===== src/rtl/tone_synth_if.sv =====
// Tone request and speaker status bundle between the decoder/bench and tone_synth.
interface tone_synth_if;
    logic [31:0] desiredFrequency;
    logic        play;
    logic        spkr;
    logic        busy;
    logic        active;

    modport master (
        output desiredFrequency,
        output play,
        input  spkr,
        input  busy,
        input  active
    );

    modport slave (
        input  desiredFrequency,
        input  play,
        output spkr,
        output busy,
        output active
    );
endinterface


===== src/rtl/tone_synth.sv =====
// Square-wave tone generator: a 32-step restoring divider turns a frequency request
// into a half-period count; pitch changes land on half-period boundaries.
module tone_synth #(
    parameter int unsigned CLK_HZ   = 50_000_000,
    parameter int unsigned MIN_FREQ = 20,
    parameter int unsigned MAX_FREQ = 20000
) (
    input  logic         FPGA_CLK1_50,
    input  logic         reset,
    tone_synth_if.slave  tone
);
    localparam logic [31:0] CLK_VAL = 32'(CLK_HZ);
    localparam logic [31:0] MIN_VAL = 32'(MIN_FREQ);
    localparam logic [31:0] MAX_VAL = 32'(MAX_FREQ);

    typedef enum logic [1:0] {IDLE, DIVIDE, LOAD} state_t;
    state_t state_reg, state_next;

    logic [31:0] target_reg;
    logic [31:0] half_period_reg;
    logic [31:0] pending_reg;
    logic        pending_valid_reg;
    logic [31:0] cnt_reg;
    logic        spkr_reg;

    logic [31:0] dvd_reg;
    logic [31:0] quo_reg;
    logic [32:0] divisor_reg;
    logic [32:0] rem_reg;
    logic [4:0]  iter_reg;

    logic        req_valid;
    logic        req_new;
    logic        start_div;
    logic        kill;
    logic [33:0] rem_shift;
    logic [32:0] rem_diff;
    logic        rem_ge;
    logic [32:0] rem_next;
    logic        boundary;

    always_comb begin
        req_valid = (tone.desiredFrequency >= MIN_VAL) && (tone.desiredFrequency <= MAX_VAL);
        // Requests are only looked at while the divider is not iterating.
        req_new   = (state_reg != DIVIDE) && (tone.desiredFrequency != target_reg);
        start_div = req_new && req_valid;
        kill      = req_new && !req_valid;
    end

    always_comb begin
        rem_shift = {rem_reg, dvd_reg[31]};
        rem_ge    = rem_shift >= {1'b0, divisor_reg};
        rem_diff  = rem_shift[32:0] - divisor_reg;
        rem_next  = rem_ge ? rem_diff : rem_shift[32:0];
        boundary  = (cnt_reg == half_period_reg - 32'd1);
    end

    always_comb begin
        state_next = state_reg;
        case (state_reg)
            IDLE:    if (start_div) state_next = DIVIDE;
            DIVIDE:  if (iter_reg == 5'd31) state_next = LOAD;
            LOAD:    state_next = start_div ? DIVIDE : IDLE;
            default: state_next = IDLE;
        endcase
    end

    always_ff @(posedge FPGA_CLK1_50) begin
        if (reset) begin
            state_reg <= IDLE;
        end else begin
            state_reg <= state_next;
        end
    end

    always_ff @(posedge FPGA_CLK1_50) begin
        if (reset) begin
            dvd_reg     <= '0;
            quo_reg     <= '0;
            divisor_reg <= '0;
            rem_reg     <= '0;
            iter_reg    <= '0;
        end else if (start_div) begin
            dvd_reg     <= CLK_VAL;
            quo_reg     <= '0;
            divisor_reg <= {tone.desiredFrequency, 1'b0};
            rem_reg     <= '0;
            iter_reg    <= '0;
        end else if (state_reg == DIVIDE) begin
            dvd_reg  <= {dvd_reg[30:0], 1'b0};
            quo_reg  <= {quo_reg[30:0], rem_ge};
            rem_reg  <= rem_next;
            iter_reg <= iter_reg + 5'd1;
        end
    end

    // Later assignments deliberately override earlier ones: LOAD beats the
    // counter's pending hand-off, and an invalid request beats everything.
    always_ff @(posedge FPGA_CLK1_50) begin
        if (reset) begin
            target_reg        <= '0;
            half_period_reg   <= '0;
            pending_reg       <= '0;
            pending_valid_reg <= 1'b0;
            cnt_reg           <= '0;
            spkr_reg          <= 1'b0;
        end else begin
            if (req_new) begin
                target_reg <= tone.desiredFrequency;
            end

            if (!tone.play) begin
                cnt_reg  <= '0;
                spkr_reg <= 1'b0;
                if (pending_valid_reg) begin
                    half_period_reg   <= pending_reg;
                    pending_valid_reg <= 1'b0;
                end
            end else if (half_period_reg != 32'd0) begin
                if (boundary) begin
                    spkr_reg <= ~spkr_reg;
                    cnt_reg  <= '0;
                    if (pending_valid_reg) begin
                        half_period_reg   <= pending_reg;
                        pending_valid_reg <= 1'b0;
                    end
                end else begin
                    cnt_reg <= cnt_reg + 32'd1;
                end
            end

            if (state_reg == LOAD) begin
                if ((half_period_reg == 32'd0) || !tone.play) begin
                    half_period_reg   <= quo_reg;
                    cnt_reg           <= '0;
                    spkr_reg          <= 1'b0;
                    pending_valid_reg <= 1'b0;
                end else begin
                    pending_reg       <= quo_reg;
                    pending_valid_reg <= 1'b1;
                end
            end

            if (kill) begin
                half_period_reg   <= '0;
                cnt_reg           <= '0;
                spkr_reg          <= 1'b0;
                pending_valid_reg <= 1'b0;
            end
        end
    end

    assign tone.busy   = (state_reg == DIVIDE);
    assign tone.spkr   = spkr_reg;
    assign tone.active = tone.play && (half_period_reg != 32'd0);
endmodule


===== src/flat_wrapper.sv =====
// flat-port wrapper written by rule: the top's interface ports become plain ports
module tone_synth_flat 
#(
    parameter int unsigned CLK_HZ   = 50_000_000,
    parameter int unsigned MIN_FREQ = 20,
    parameter int unsigned MAX_FREQ = 20000
)
  (FPGA_CLK1_50, reset, tone_desiredFrequency, tone_play, tone_spkr, tone_busy, tone_active);
  tone_synth_if tone_i ();
  input  logic FPGA_CLK1_50;
  input  logic reset;
  input wire logic [$bits(tone_i.desiredFrequency)-1:0] tone_desiredFrequency;
  input wire logic [$bits(tone_i.play)-1:0] tone_play;
  output wire logic [$bits(tone_i.spkr)-1:0] tone_spkr;
  output wire logic [$bits(tone_i.busy)-1:0] tone_busy;
  output wire logic [$bits(tone_i.active)-1:0] tone_active;
  assign tone_i.desiredFrequency = tone_desiredFrequency;
  assign tone_i.play = tone_play;
  assign tone_spkr = tone_i.spkr;
  assign tone_busy = tone_i.busy;
  assign tone_active = tone_i.active;
  tone_synth #(.CLK_HZ(CLK_HZ), .MIN_FREQ(MIN_FREQ), .MAX_FREQ(MAX_FREQ)) u_core (.FPGA_CLK1_50(FPGA_CLK1_50), .reset(reset), .tone(tone_i));
endmodule

===== config.mk =====
export PLATFORM = sky130hd
export DESIGN_NAME = tone_synth_flat
export DESIGN_NICKNAME = d
export VERILOG_FILES = /design/src/rtl/tone_synth_if.sv /design/src/rtl/tone_synth.sv /design/src/flat_wrapper.sv
export SDC_FILE = /design/constraint.sdc
export NUM_CORES = 1
export LEC_CHECK = 0
export BUFFER_PORTS_ARGS = -buffer_cell sky130_fd_sc_hd__clkbuf_2
export CAP_MARGIN = 10
export CELL_PAD_IN_SITES_DETAIL_PLACEMENT = 0
export CELL_PAD_IN_SITES_GLOBAL_PLACEMENT = 1
export CORE_MARGIN = 2
export CORE_UTILIZATION = 30
export CTS_CLUSTER_DIAMETER = 80
export DETAILED_ROUTE_END_ITERATION = 8
export PLACE_DENSITY = 0.53
export REMOVE_ABC_BUFFERS = 1
export SLEW_MARGIN = 25
export SYNTH_ARGS = -nofsm -noshare
export SYNTH_HDL_FRONTEND = slang
export SYNTH_SLANG_ARGS = --single-unit

===== constraint.sdc =====
create_clock -name FPGA_CLK1_50 -period 6.9 [get_ports FPGA_CLK1_50]
set_input_delay 1.38 -clock FPGA_CLK1_50 [delete_from_list [all_inputs] [get_ports FPGA_CLK1_50]]
set_output_delay 1.38 -clock FPGA_CLK1_50 [all_outputs]
set_load 0.05 [all_outputs]

* After elaboration in Yosys (flattened, before gate mapping)
Cells that the tools add are included.
** Storage, ports and cells
- Bits in registers :: 259
** Cells by class
- Add/subtract/negate cells :: 4
- Magnitude comparators :: 3
- Equal/unequal tests :: 10
- Multiplexer cells :: 28
- Bitwise logic cells :: 2
- Reduce and logical (&&, ||, !) cells :: 17
** Operators with widths (number)
- $mux W32 :: 11
- $mux W26 :: 2
- $ge A34 B33 Y1 :: 1
- $mux W33 :: 1
- $sub A33 B33 Y33 :: 1
- $add A32 B1 Y32 const B :: 1
- $eq A32 B32 Y1 :: 1
- $ge A32 B5 Y1 const B :: 1
- $le A32 B15 Y1 const B :: 1
- $logic_not A32 Y1 :: 1
- $ne A32 B32 Y1 :: 1
- $reduce_bool A32 Y1 :: 1
- $sub A32 B1 Y32 const B :: 1
- $mux W1 :: 11
- $ne A2 B1 Y1 const B :: 3
- $ne A3 B1 Y1 const B :: 2
- $pmux W2 S3 :: 1
- $reduce_and A2 Y1 :: 3
- $add A5 B1 Y5 const B :: 1
- $eq A5 B5 Y1 const B :: 1
- $logic_and A1 B1 Y1 :: 5
- $mux W2 :: 2
- $reduce_or A2 Y1 :: 2
- $eq A2 B1 Y1 const B :: 1
- other kinds (6) :: 8

* Longest topological paths before layout
- Depth in word-level cells :: 7
- Mapped depth :: 13
- Gate-level depth less buffers :: 12

* Worst setup path after synthesis
OpenSTA, ideal clock, no wires.
- Path kind :: input to register
- Start point :: in tone_desiredFrequency[0]
- End point :: reg u_core.cnt_reg[10]
- Setup time :: 65 ps
- Arrival :: 3618 ps
- Data required time :: 6835 ps
- Setup slack :: 3217 ps
- Stages on the path :: 10
- Cells stage by stage :: or4_1 -> o21ai_0 -> a21oi_1 -> o31ai_1 -> nand2_1 -> a21oi_1 -> nand2_1 -> or3_1 -> clkbuf_1 -> nor2_1
** Between the ends
- Word-level cells in the longest chain between the ends :: 5
** Ends and longest elaborated chain
- from (decl) :: RTL line flat_wrapper.sv:12 : input wire logic [$bits(tone_i.desiredFrequency)-1:0] tone_desiredFrequency;
- $ge A32 B5 Y1 or $le A32 B15 Y1 (tied branches) :: RTL line tone_synth.sv:43 : req_valid = (tone.desiredFrequency >= MIN_VAL) && (tone.desiredFrequency <= MAX_VAL);
- $logic_and A1 B1 Y1 :: RTL line tone_synth.sv:43
- $logic_not A1 Y1 :: RTL line tone_synth.sv:47 : kill = req_new && !req_valid;
- $logic_and A1 B1 Y1 * :: RTL line tone_synth.sv:47
- $reduce_or A2 Y1 (no source line) *
- to (signal assigned) :: RTL line tone_synth.sv:128 : cnt_reg <= cnt_reg + 32'd1;
- to (decl) :: RTL line tone_synth.sv:23 : logic [31:0] cnt_reg;
Every way passes the cells marked *; elsewhere a longest branch is shown, timed or not.
A chain may end at the register's enable or synchronous reset.

* Worst setup path after layout
- Start point :: reg u_core.half_period_reg[0]
- End point :: out tone_active
** Between the ends
- Word-level cells in the longest chain between the ends :: 2
** Ends and longest elaborated chain
- from (decl) :: RTL line tone_synth.sv:20 : logic [31:0] half_period_reg;
- from (signal assigned) :: RTL line tone_synth.sv:116 : half_period_reg <= pending_reg;
- from (signal assigned) :: RTL line tone_synth.sv:124 : half_period_reg <= pending_reg;
- from (signal assigned) :: RTL line tone_synth.sv:134 : half_period_reg <= quo_reg;
- $reduce_bool A32 Y1 :: RTL line tone_synth.sv:155 : assign tone.active = tone.play && (half_period_reg != 32'd0);
- $logic_and A1 B1 Y1 :: RTL line tone_synth.sv:155
- to (decl) :: RTL line flat_wrapper.sv:16 : output wire logic [$bits(tone_i.active)-1:0] tone_active;
No other way between the ends.

==> flow_summary.ini <==
[outcome]
status = completed

[timing]
hold_slack_ns = 0.440
relSlewSlack_pct = 34.5
skew_ns = 0.0124
finalHoldViolCount = 0
post-route-period-util_pct = 63.1
rsz0062_at_grt = false
slew_violations = 0
setup_violations = 0
fmax_mhz = 230
tightest_slew_ns = 0.982
fin_crit_ns = 4.36

[critical_path]
reg2reg_slack_ns = 2.57
critPathLaunchType = flip-flop
reg2reg_from = u_core.half_period_reg[3]
end_kind = output port
worstPathArrival_ns = 2.98
reg2reg_to = u_core.half_period_reg[5]
worst-r2r-cell-count = 10
startpoint = u_core.half_period_reg[0]
worst-path-max-fanout = 8
required_ns = 5.52
crit_type = reg -> out

[yosys]
synth_top_cell_by_area = dfxtp_1
synth_top_cell_area_share_pct = 39.6
synthMostInstantiatedCell = dfxtp_1
synth_edf_count = 0
synth_cell_types = 65
synthFlopType = dfxtp_1
synth_commonest_cells = dfxtp_1 (259), nand2_1 (226), a21oi_1 (177), nor2_1 (144), mux2i_1 (105)
ys_ff_latch = 259
synth.yosys.seq_area_share_pct = 39.6
synthArstFlopShare_pct = 0
synthCells = 1587
yosysWarningCount = 0
synth_area_per_cell_sq_um = 8.25
synth_area_sq_um = 13100
synth.area.top_cells = dfxtp_1 (40%), mux2i_1 (8.0%), a21oi_1 (6.8%)

[place]
port_buffers = 37
globalplace.congestion = 0.794
dpl.hpwl_mm = 23.3

[cts]
clkTransAtPathRegs_ns = 0.05
h-tree-depth = 2
cts_root_buffer = clkbuf_16
clk_latency_ns = 0.53
hold_buffers = 0
cts_tree = built
cts_buffers = 34
post_cts_resized = 0
cts_setup_buffers = 0
clock-sinks = 259
cts_max_path_buffers = 3

[floorplanning]
die_x_um = 213
core-area_sq_um = 43100
die_h_um = 213
io_pins = 38
die_area_sq_um = 45300
start_util_pct = 30.4
rows = 76

[drt]
drc_errors = 0
wire_per_inst_um = 15.7
drtIter0Drc = 514
postRouteAntennaNets = 0
wl_mm = 34.5
first_pass_iters = 4
vias_per_cell = 4.87
vias = 10700

[worst_hold_path]
hold_path_end = u_core.divisor_reg[30]
hold_path_depth = 2
hold_path.class = reg -> reg
hp-start = u_core.divisor_reg[30]

[global_routing]
grt_util_all_layers_pct = 15.7
antenna_found_initial = 0
grt_pass1_vias = 10500
overflow = 0
grt_pass1_wl_mm = 57.0
grt_max_degree = 80

[run]
cap_violations = 0

[power]
vdd_drop_max_mv = 0.168
powerDensity_nw_per_um2 = 225
p_leak_uw = 0.00577

[finish]
drive_above_1_share_pct = 7.60
postLayoutCoreUtil_pct = 34.6
largest_reg_flops = 33
nNetsFinal = 1658
antenna_cells = 0
syn_to_final_growth_pct = 13.9
-- how the worst max path moves through the flow --
stage | end | slack, ns | cells after the start
final | tone_active | 2.54 | 8
after global routing | u_core.half_period_reg[10] | 2.22 | 10
after CTS | u_core.half_period_reg[5] | 2.49 | 10
after detailed placement | u_core.cnt_reg[11] | 2.15 | 11
after global placement | u_core.cnt_reg[4] | 2.17 | 11
after floorplan | u_core.rem_reg[32] | -3.16 | 6
-- per-stage QoR --
stage / power (uW) / cell area, sq um / TNS [ns] / setup slack [ns] / std cells
2_1_floorplan: 1580 / 12700 / -398.32 / -3.16 / 1500
3_3_place_gp: 1630 / 13800 / 0 / 2.17 / 2135
3_5_place_dp: 1630 / 13800 / 0 / 2.15 / 2135
4_1_cts: 3420 / 14900 / 0 / 2.49 / 2191
5_1_grt: 3500 / 14900 / 0 / 2.22 / 2191
6_report: 3350 / 14900 / 0 / 2.54 / 2191
-- layer usage --
metal	wire length [um]	GRT usage (%)	up-vias
met5	0	0	-
met4	845	4.82	0
met3	1160	2.99	50
met2	15800	26.1	128
met1	16700	20.7	4942
li1	-	-	5542
-- cells in the final DEF (no fill, tap or decap), types with 23 or more instances in the layout --
| master | instances |
|---|---|
| dfxtp_1 | 259 |
| nand2_1 | 224 |
| a21oi_1 | 175 |
| nor2_1 | 143 |
| mux2i_1 | 105 |
| o21ai_0 | 86 |
| xnor2_1 | 78 |
| xor2_1 | 52 |
| inv_1 | 44 |
| nand3_1 | 39 |
| clkbuf_16 | 37 |
| ha_1 | 36 |
| clkbuf_2 | 36 |
| nand4_1 | 25 |
| nor3_1 | 23 |
-- final cells by class --
class	count	area, sq um
clock buffers	51	1030
clock inverters	5	78.8
fillers	4560	28200
inverters	45	170
multi-input cells	1196	7440
flip-flops and latches	259	5180
well taps	585	732
repair buffers	50	285
-- kinds of logic after synthesis --
group | synth area share, %
AO/OA/AOI/OAI | 15.8
buffers and inverters | 3.99
AND/OR/NAND/NOR | 20.1
XOR/XNOR | 8.70
multiplexers | 8.28
flip-flops | 39.6
adder cells (fa/ha/maj) | 3.59
-- critical path, stage by stage (launching register included) --
cell and delay [ns]:
dfxtp_1 0.38, inv_1 0.09, ha_1 0.27, nor4b_1 0.52, and4_1 0.30, nand3_1 0.25, nand2_1 0.28, inv_1 0.11
clkbuf_2 0.25
-- where the power goes --
part	internal, uW	switching [uW]	leakage [uW]
Combinational	29.4	50.1	0.00314
Clock	1100	664	0.000543
Sequential	1510	6.42	0.00209
Note: power is estimated with default switching activity, not from simulation.
